[config.mk]
export PLATFORM = sky130hd
export DESIGN_NAME = vitals_frame_parser
export DESIGN_NICKNAME = d
export VERILOG_FILES = /design/src/rtl/vitals_pkg.sv /design/src/rtl/refresh_tick_gen.sv /design/src/rtl/vitals_frame_parser.sv
export SDC_FILE = /design/constraint.sdc
export NUM_CORES = 1
export LEC_CHECK = 0
export CORE_UTILIZATION = 63
export DETAILED_ROUTE_END_ITERATION = 16
export HOLD_SLACK_MARGIN = 0.03
export PLACE_DENSITY = 0.89
export REMOVE_ABC_BUFFERS = 1
export SYNTH_ARGS = -nofsm -noshare
export SYNTH_HDL_FRONTEND = slang
export SYNTH_SLANG_ARGS = --single-unit
[constraint.sdc]
create_clock -name CLOCK_50 -period 3.1 [get_ports CLOCK_50]
set_input_delay 0.465 -clock CLOCK_50 [delete_from_list [all_inputs] [get_ports CLOCK_50]]
set_output_delay 0.465 -clock CLOCK_50 [all_outputs]
set_load 0.02 [all_outputs]
[src/rtl/vitals_pkg.sv]
// Shared definitions for the vitals frame parser: FSM states, channel map, default sync marker.
// Latency: n/a (definitions only).
// Backpressure: n/a (definitions only).
package vitals_pkg;

    typedef enum logic [1:0] {
        IDLE = 2'd0,
        DATA = 2'd1,
        CHK  = 2'd2
    } state_t;

    // Channel positions inside a frame / inside ch_data
    localparam int CH_SAT  = 0;
    localparam int CH_OX   = 1;
    localparam int CH_TEMP = 2;

    localparam logic [7:0] DEF_SYNC_BYTE = 8'hAA;

endpackage

[src/rtl/refresh_tick_gen.sv]
// Refresh tick generator: one-cycle pulse every REFRESH_DIV clocks.
// Latency: first pulse REFRESH_DIV cycles after reset release, then period REFRESH_DIV.
// Backpressure: none, free running.
// Ports: CLOCK_50 clock, reset async active-low, tick one-cycle registered pulse.
module refresh_tick_gen #(
    parameter int REFRESH_DIV = 50_000_000
) (
    input  logic CLOCK_50,
    input  logic reset,
    output logic tick
);

    localparam int CW = $clog2(REFRESH_DIV);
    localparam logic [CW-1:0] LAST = CW'(REFRESH_DIV - 1);

    logic [CW-1:0] cnt;

    always_ff @(posedge CLOCK_50 or negedge reset) begin
        if (!reset) begin
            cnt  <= '0;
            tick <= 1'b0;
        end else begin
            tick <= (cnt == LAST);
            if (cnt == LAST) cnt <= '0;
            else             cnt <= cnt + CW'(1);
        end
    end

endmodule

[src/rtl/vitals_frame_parser.sv]
// Vitals frame parser: parses SYNC + NUM_CH data + mod-256 checksum frames from the UART, publishes on refresh ticks.
// Latency: CHK byte -> frame_ok/chk_err 1 cycle; accepted frame -> ch_data at the next refresh tick.
// Backpressure: none; every rx_valid byte is consumed, idle gaps inside a frame beyond TIMEOUT_CYC abort it.
// Ports: CLOCK_50/reset; rx_data/rx_valid byte stream in; ch_data published channels (ch k at [8k+7:8k]);
//        frame_ok/chk_err/tmo_err event pulses; err_count saturating error total; stale; refresh_tick.
module vitals_frame_parser
    import vitals_pkg::*;
#(
    parameter int         NUM_CH      = 3,
    parameter logic [7:0] SYNC_BYTE   = DEF_SYNC_BYTE,
    parameter int         REFRESH_DIV = 50_000_000,
    parameter int         TIMEOUT_CYC = 1_000_000,
    parameter int         STALE_TICKS = 4,
    parameter int         ERR_W       = 8
) (
    input  logic                  CLOCK_50,
    input  logic                  reset,
    input  logic [7:0]            rx_data,
    input  logic                  rx_valid,
    output logic [NUM_CH*8-1:0]   ch_data,
    output logic                  frame_ok,
    output logic                  chk_err,
    output logic                  tmo_err,
    output logic [ERR_W-1:0]      err_count,
    output logic                  stale,
    output logic                  refresh_tick
);

    localparam int IW  = (NUM_CH > 1) ? $clog2(NUM_CH) : 1;
    localparam int TW  = $clog2(TIMEOUT_CYC + 1);
    localparam int STW = $clog2(STALE_TICKS + 1);

    localparam logic [IW-1:0]  IDX_LAST  = IW'(NUM_CH - 1);
    localparam logic [TW-1:0]  TMO_LAST  = TW'(TIMEOUT_CYC - 1);
    localparam logic [STW-1:0] STALE_MAX = STW'(STALE_TICKS);

    state_t               state;
    logic [IW-1:0]        idx;
    logic [7:0]           sum;
    logic [NUM_CH*8-1:0]  frame_buf;
    logic [NUM_CH*8-1:0]  shadow;
    logic                 shadow_new;
    logic [TW-1:0]        tmo_cnt;
    logic [STW-1:0]       stale_cnt;
    logic                 published;

    logic tick;
    logic chk_pass;
    logic chk_fail;
    logic tmo_hit;

    refresh_tick_gen #(
        .REFRESH_DIV(REFRESH_DIV)
    ) u_tick (
        .CLOCK_50(CLOCK_50),
        .reset   (reset),
        .tick    (tick)
    );

    assign refresh_tick = tick;

    // A byte arriving in the same cycle as the timeout limit keeps the frame alive.
    assign chk_pass = (state == CHK) && rx_valid && (rx_data == sum);
    assign chk_fail = (state == CHK) && rx_valid && (rx_data != sum);
    assign tmo_hit  = (state != IDLE) && !rx_valid && (tmo_cnt == TMO_LAST);

    // Stale until the first good frame is actually shown, then after STALE_TICKS quiet ticks.
    assign stale = !published || (stale_cnt >= STALE_MAX);

    always_ff @(posedge CLOCK_50 or negedge reset) begin
        if (!reset) begin
            state      <= IDLE;
            idx        <= '0;
            sum        <= '0;
            frame_buf  <= '0;
            shadow     <= '0;
            shadow_new <= 1'b0;
            tmo_cnt    <= '0;
            stale_cnt  <= '0;
            published  <= 1'b0;
            ch_data    <= '0;
            frame_ok   <= 1'b0;
            chk_err    <= 1'b0;
            tmo_err    <= 1'b0;
            err_count  <= '0;
        end else begin
            frame_ok <= chk_pass;
            chk_err  <= chk_fail;
            tmo_err  <= tmo_hit;

            if ((chk_fail || tmo_hit) && (err_count != '1))
                err_count <= err_count + ERR_W'(1);

            if (rx_valid || state == IDLE) tmo_cnt <= '0;
            else                           tmo_cnt <= tmo_cnt + TW'(1);

            // Publish uses the shadow as it stood before this edge; a commit on the
            // same edge re-arms shadow_new below so it goes out on the following tick.
            if (tick && shadow_new) begin
                ch_data    <= shadow;
                shadow_new <= 1'b0;
                published  <= 1'b1;
            end
            if (tick && stale_cnt < STALE_MAX)
                stale_cnt <= stale_cnt + STW'(1);

            case (state)
                IDLE: begin
                    if (rx_valid && rx_data == SYNC_BYTE) begin
                        state <= DATA;
                        idx   <= '0;
                        sum   <= '0;
                    end
                end
                DATA: begin
                    if (rx_valid) begin
                        frame_buf[8*int'(idx) +: 8] <= rx_data;
                        sum <= sum + rx_data;
                        idx <= idx + IW'(1);
                        if (idx == IDX_LAST) state <= CHK;
                    end else if (tmo_hit) begin
                        state <= IDLE;
                    end
                end
                CHK: begin
                    if (rx_valid) begin
                        state <= IDLE;
                        if (chk_pass) begin
                            shadow     <= frame_buf;
                            shadow_new <= 1'b1;
                            stale_cnt  <= '0;
                        end
                    end else if (tmo_hit) begin
                        state <= IDLE;
                    end
                end
                default: state <= IDLE;
            endcase
        end
    end

endmodule

==> flow_summary.toml, run 1 <==
[route]
vias_per_cell = 6.04
drcViolationCount = 0
wl_per_cell_um = 18.3
postRouteAntennaNets = 0
drt_first_pass_iters = 5
drt_iter0_drc = 408
vias = 5082
wirelength_um = 15400

[clocking]
clk_latency_ns = 0.55
hold_buffers = 1
cts_max_path_buffers = 2
h-tree-depth = 4
cts_num_sinks = 147
cts_tree = "built"
cts_buffers = 17
cts-root-buf = "clkbuf_8"
post_cts_resized = 0
cts_setup_buffers = 0
clkTransAtPathRegs_ns = 0.06

[sta]
fin_setup_tns_ns = 0
fin_hold_ws_ns = 0.463
relSlewSlack_pct = 24.8
skew_ns = 0.00955
max_clock_freq_ghz = 0.382
setup_violations = 0
setup_ws_ns = 0.480
drv_slew = 0
period_share_pct = 84.5
finalCriticalPeriod_ns = 2.62
grt_setup_unrepaired = "no"
tightestPinTransition_ns = 1.13
hold_viol = 0

[synthesis]
ys_seq_area_share_pct = 55.8
synth_cells = 639
async_flop_share_pct = 100
ys_ff_latch = 147
avgSynthCellArea_sq_um = 10.3
synth_edf_count = 0
synth_flop_cell = "dfrtp_1"
synth_cell_types = 52
netlist_area_sq_um = 6590
yosys_warnings = 0

[global_route]
grt.overflow.total = 0
grt_pass1_vias = 5197
antenna_found_initial = 0
grt_first_pass_wirelength_um = 25700
track_usage_pct = 30.6
grt_start_max_net_pins = 90

[pwr]
power_density_nw_per_um2 = 659
total_power_mw = 5.15
p_leak_nw = 3.70
irDropWorstVdd_uv = 516

[worst_setup_path]
path_cells = "inv_1 -> ha_1 -> nor3b_1 -> nand2_1 -> o21ai_0"
cp_slowest_cell = "nor3b_1"
critPathCaptureType = "register"
cp_top_family = "simple AND/OR/NAND/NOR gates"
path_class = "register to register"
critPathMaxFanout = 8
cp-start-kind = "register"
arrival_ns = 3.05
critPathBufInv = 1
critPathMaxStageDelay_ns = 0.87
worstPathRequired_ns = 3.53

[floorplan]
fp.dieH_um = 104
rows = 36
coreArea_sq_um = 9950
initial_core_util_pct = 66.2
ios = 48
design.die.area_sq_um = 10900
die_w_um = 104

[layout]
areaGrowthSynthToFinish_pct = 18.6
antennaDiodeCount = 0
drive_gt1_share_pct = 10.6
instances_no_fill = 842
finish.instance_area_sq_um = 7820
fin_util_pct = 78.6
multi_input_area_sq_um = 2790
filler_cell_count = 574
nNetsFinal = 724
register_area_sq_um = 3680

[placement]
placedCellCount = 809
io_buffers = 47
dp_hpwl_um = 9310
placed_area_sq_um = 7210
place_congestion = 0.830
dp_slack_ns = 0.235

[run_status]
status = "complete, no violations"

[worst_hold_path]
hold_path_class = "register to register"

[flow_run]
cap_violations = 0
==> path summary, 6_finish.rpt <==
check | from | to | slack (ns) | cells after the start
worst min-delay path | u_tick.cnt[0] | u_tick.cnt[0] | 0.46 | 1
worst min register to register | u_tick.cnt[0] | u_tick.cnt[0] | 0.46 | 1
worst max-delay path | idx[0] | frame_buf[2] | 0.48 | 5
min in group asynchronous | reset | u_tick.cnt[19] | 0.55 | 2
max in group asynchronous | reset | ch_data[7] | 1.69 | 3
worst max register to register | idx[0] | frame_buf[2] | 0.48 | 5
==> Yosys cell counts (2+ instances only) <==
| cell type | number | area share [%] |
|---|---|---|
| nand2_1 | 159 | 9.1 |
| dfrtp_1 | 147 | 56 |
| nor2_1 | 47 | 2.7 |
| o21ai_0 | 39 | 3.0 |
| xor2_1 | 32 | 4.3 |
| mux2_2 | 25 | 4.3 |
| nand3_1 | 19 | 1.4 |
| xnor2_1 | 18 | 2.4 |
| ha_1 | 16 | 3.0 |
| clkbuf_1 | 12 | 0.68 |
| nor3_1 | 12 | 0.91 |
| nand4_1 | 11 | 1.0 |
| a21oi_1 | 8 | 0.61 |
| and3_1 | 8 | 0.76 |
| inv_1 | 8 | 0.46 |
| and2_1 | 6 | 0.57 |
| buf_2 | 6 | 0.46 |
| nor4_1 | 6 | 0.57 |
| and4_1 | 5 | 0.66 |
| nor3b_1 | 5 | 0.57 |
| nand2b_1 | 4 | 0.38 |
| a211oi_1 | 3 | 0.34 |
| a21o_1 | 3 | 0.34 |
| nor2b_1 | 3 | 0.28 |
| o21bai_1 | 3 | 0.34 |
| o31ai_1 | 3 | 0.34 |
| or3_1 | 3 | 0.28 |
| a41oi_1 | 2 | 0.27 |
| mux2i_1 | 2 | 0.30 |
| nor4_4 | 2 | 0.65 |
==> layout by cell type, fill, tap and decap left out, drive strengths merged, types with 18 or more instances in the layout <==
cell type      count
clkbuf            20
clkdlybuf4s50     46
dfrtp            147
mux2              25
nand2            159
nand3             19
nor2              47
o21ai             39
xnor2             18
xor2              32
==> worst register-to-register path: stages (launching register included) <==
cell     delay (ns)
dfrtp_1        0.46
inv_1          0.16
ha_1           0.39
nor3b_1        0.87
nand2_1        0.29
o21ai_0        0.34
==> cell type report <==
| class | count | share of cell area, % |
|---|---|---|
| multi-input cells | 464 | 35.7 |
| repair buffers | 57 | 7.02 |
| clock inverters | 12 | 1.97 |
| clock buffers | 20 | 5.70 |
| flip-flops and latches | 147 | 47.0 |
| inverters | 9 | 0.432 |
| well taps | 133 | 2.13 |
==> registers in the layout, indices dropped and copies added, names as in the netlist, 2 cells and up <==
signal / cells
err_count: 8
shadow: 24
tmo_cnt: 20
idx: 2
ch_data: 24
frame_buf: 24
state: 2
stale_cnt: 3
sum: 8
u_tick.cnt: 26
==> layer usage <==
metal | part of all wire, % | track usage (%)
met3 | 6.4 | 8.15
met5 | 0 | 0
met4 | 3.6 | 16.3
met1 | 40 | 38.2
met2 | 50 | 48.9
==> cell families after synthesis <==
kind of cell / Yosys count / share of synthesized area, %
AOI/OAI and AO/OA: 69 / 6.32
muxes: 27 / 4.57
DFF: 147 / 55.8
buffers and inverters: 28 / 1.82
adders and majority gates: 17 / 3.34
and+or+nand+nor: 301 / 21.5
xor gates and xnor gates: 50 / 6.64
==> report_power, final <==
| part | leakage (nW) | switching (mW) | internal, mW |
|---|---|---|---|
| Sequential | 2.00 | 0.127 | 2.07 |
| Combinational | 1.41 | 0.560 | 0.304 |
| Clock | 0.288 | 0.823 | 1.27 |
Power figures use the tool's default switching activity.
==> run 2: changes to the inputs <==
CORE_UTILIZATION = 58   (was 63)
PLACE_DENSITY = 0.83   (was 0.89)
clock period = 2.6 ns   (was 3.1 ns; I/O delays follow)
==> run 2 against run 1 <==
Against the previous run: clock power grew 14%; count of clock-buffer cells in the layout is the same; cell count increased by 3.0%; first-iteration DRC count fell by 52%; largest cell class unchanged; core utilization down 5.6 points; non-clock buffer count grew 18; critical path depth grew 3.
==> flow_summary.toml, run 2 (synthesis gave the netlist of run 1 again) <==
[worst_hold_path]
min_path_cells = 1
hold_path_end = "tmo_cnt[0]"
min_from = "tmo_cnt[0]"
hold_path_class = "register to register"

[sta]
drv_slew = 0
grt_setup_unrepaired = "no"
relSlewSlack_pct = 41.6
hold_viol = 0
skew_ns = 0.00674
tightestPinTransition_ns = 0.868
setup_ws_ns = 0.363
finalCriticalPeriod_ns = 2.24
setup_violations = 0
period_share_pct = 86.1
fin_setup_tns_ns = 0
max_clock_freq_ghz = 0.447

[clocking]
post_cts_resized = 0
cts_buffers = 17
cts_tree = "built"
clk_latency_ns = 0.42
cts_num_sinks = 147
cts_max_path_buffers = 2
clkTransAtPathRegs_ns = 0.06
cts-root-buf = "clkbuf_16"
h-tree-depth = 4
cts_setup_buffers = 0

[global_route]
grt.overflow.total = 0
track_usage_pct = 26.4
grt_pass1_vias = 5085
antenna_found_initial = 0
grt_start_max_net_pins = 56
grt_first_pass_wirelength_um = 23800

[worst_setup_path]
path_class = "primary input to register"
reg2reg_slack_ns = 0.40
reg2reg_to = "err_count[7]"
critPathCaptureType = "register"
worstPathRequired_ns = 2.93
r2r-start = "sum[1]"
r2r_cells = 7
critPathMaxFanout = 3
arrival_ns = 2.57
cp-start-kind = "primary input"

[route]
vias = 4892
drt_first_pass_iters = 4
vias_per_cell = 5.64
wirelength_um = 14000
drcViolationCount = 0
wl_per_cell_um = 16.1
drt_iter0_drc = 195
postRouteAntennaNets = 0

[layout]
largest_reg_flops = 26
nNetsFinal = 742
final_cell_mix = "nand2_1 (159), dfrtp_1 (147), nor2_1 (47)"
instances_no_fill = 867
antennaDiodeCount = 0
filler_cell_count = 723
largest-register = "u_tick.cnt"
mostFrequentLayoutCell = "nand2_1"
drive_gt1_share_pct = 12.8
areaGrowthSynthToFinish_pct = 21.0

[pwr]
power_density_nw_per_um2 = 760
irDropWorstVdd_uv = 474
p_leak_nw = 3.78

[flow_run]
cap_violations = 0

[placement]
dp_hpwl_um = 9230
dp_slack_ns = 0.0725
io_buffers = 47
place_congestion = 0.887
placedCellCount = 834

[run_status]
status = "complete, no violations"

[floorplan]
ios = 48
die_w_um = 109
rows = 38
fp.dieH_um = 109
design.die.area_sq_um = 11800
coreArea_sq_um = 10900
initial_core_util_pct = 60.3
## run 2: changes by cell type in the layout (fill, tap and decap cells not counted), sizes merged
cell | before | now
bufinv | 3 | 2
inv | 11 | 10
buf | 10 | 28
clkinv | 4 | 5
clkinvlp | 3 | 4
## run 2: power breakdown
| part | internal [mW] | switching [mW] |
|---|---|---|
| Sequential | 2.47 | 0.138 |
| Clock | 1.46 | 0.932 |
| Combinational | 0.441 | 0.630 |
## run 2: how the worst max path moves through the flow
stage / slack (ns) / cells past startpoint / startpoint / endpoint
2_1_floorplan: 0.43 / 6 / rx_data[2] / stale_cnt[0]
3_3_place_gp: 0.13 / 8 / rx_data[6] / err_count[7]
3_5_place_dp: 0.07 / 8 / rx_data[5] / err_count[5]
4_1_cts: 0.38 / 8 / rx_data[0] / sum[6]
5_1_grt: 0.27 / 6 / u_tick.cnt[0] / u_tick.cnt[12]
6_report: 0.36 / 8 / rx_data[0] / sum[6]
## run 2: timing repair
action                     CTS  global route
setup endpoints to repair    0             0
hold buffers                 1             0
hold endpoints to repair    52             0
## run 2: area by class of cell
class                   instances  area [sq um]  area share, %
clock buffers                  20           457           5.72
clock inverters                12           131           1.65
inverters                       9          33.8          0.423
multi-input cells             464          2790           35.0
flip-flops and latches        147          3680           46.1
well taps                     140           175           2.20
repair buffers                 75           709           8.89
## run 2: per-stage QoR
stage | cell area, sq um | utilization [%] | total power [mW] | hold WS [ns]
floorplan | 6510 | - | 3.26 | 0.0944
detailed placement | 7380 | 67.5 | 3.66 | 0.376
global placement | 7380 | 67.5 | 3.60 | 0.368
finish | 7980 | 73.0 | 6.07 | 0.460
global route | 7980 | 73.0 | 6.35 | 0.475
CTS | 7980 | 73.0 | 6.07 | 0.466
## run 2: routing by layer
metal	GRT usage (%)	up-vias	wire, um
li1	-	2314	-
met1	33.5	2422	5950
met2	44.1	130	7140
met3	5.50	26	643
met4	11.3	0	262
met5	0	-	0
## run 2: worst max-delay path: stages
cell,delay (ns)
clkdlybuf4s50_1,0.49
ha_1,0.28
fa_1,0.42
a21o_1,0.20
a21o_1,0.21
a211oi_1,0.30
a41oi_1,0.10
o21ai_0,0.19
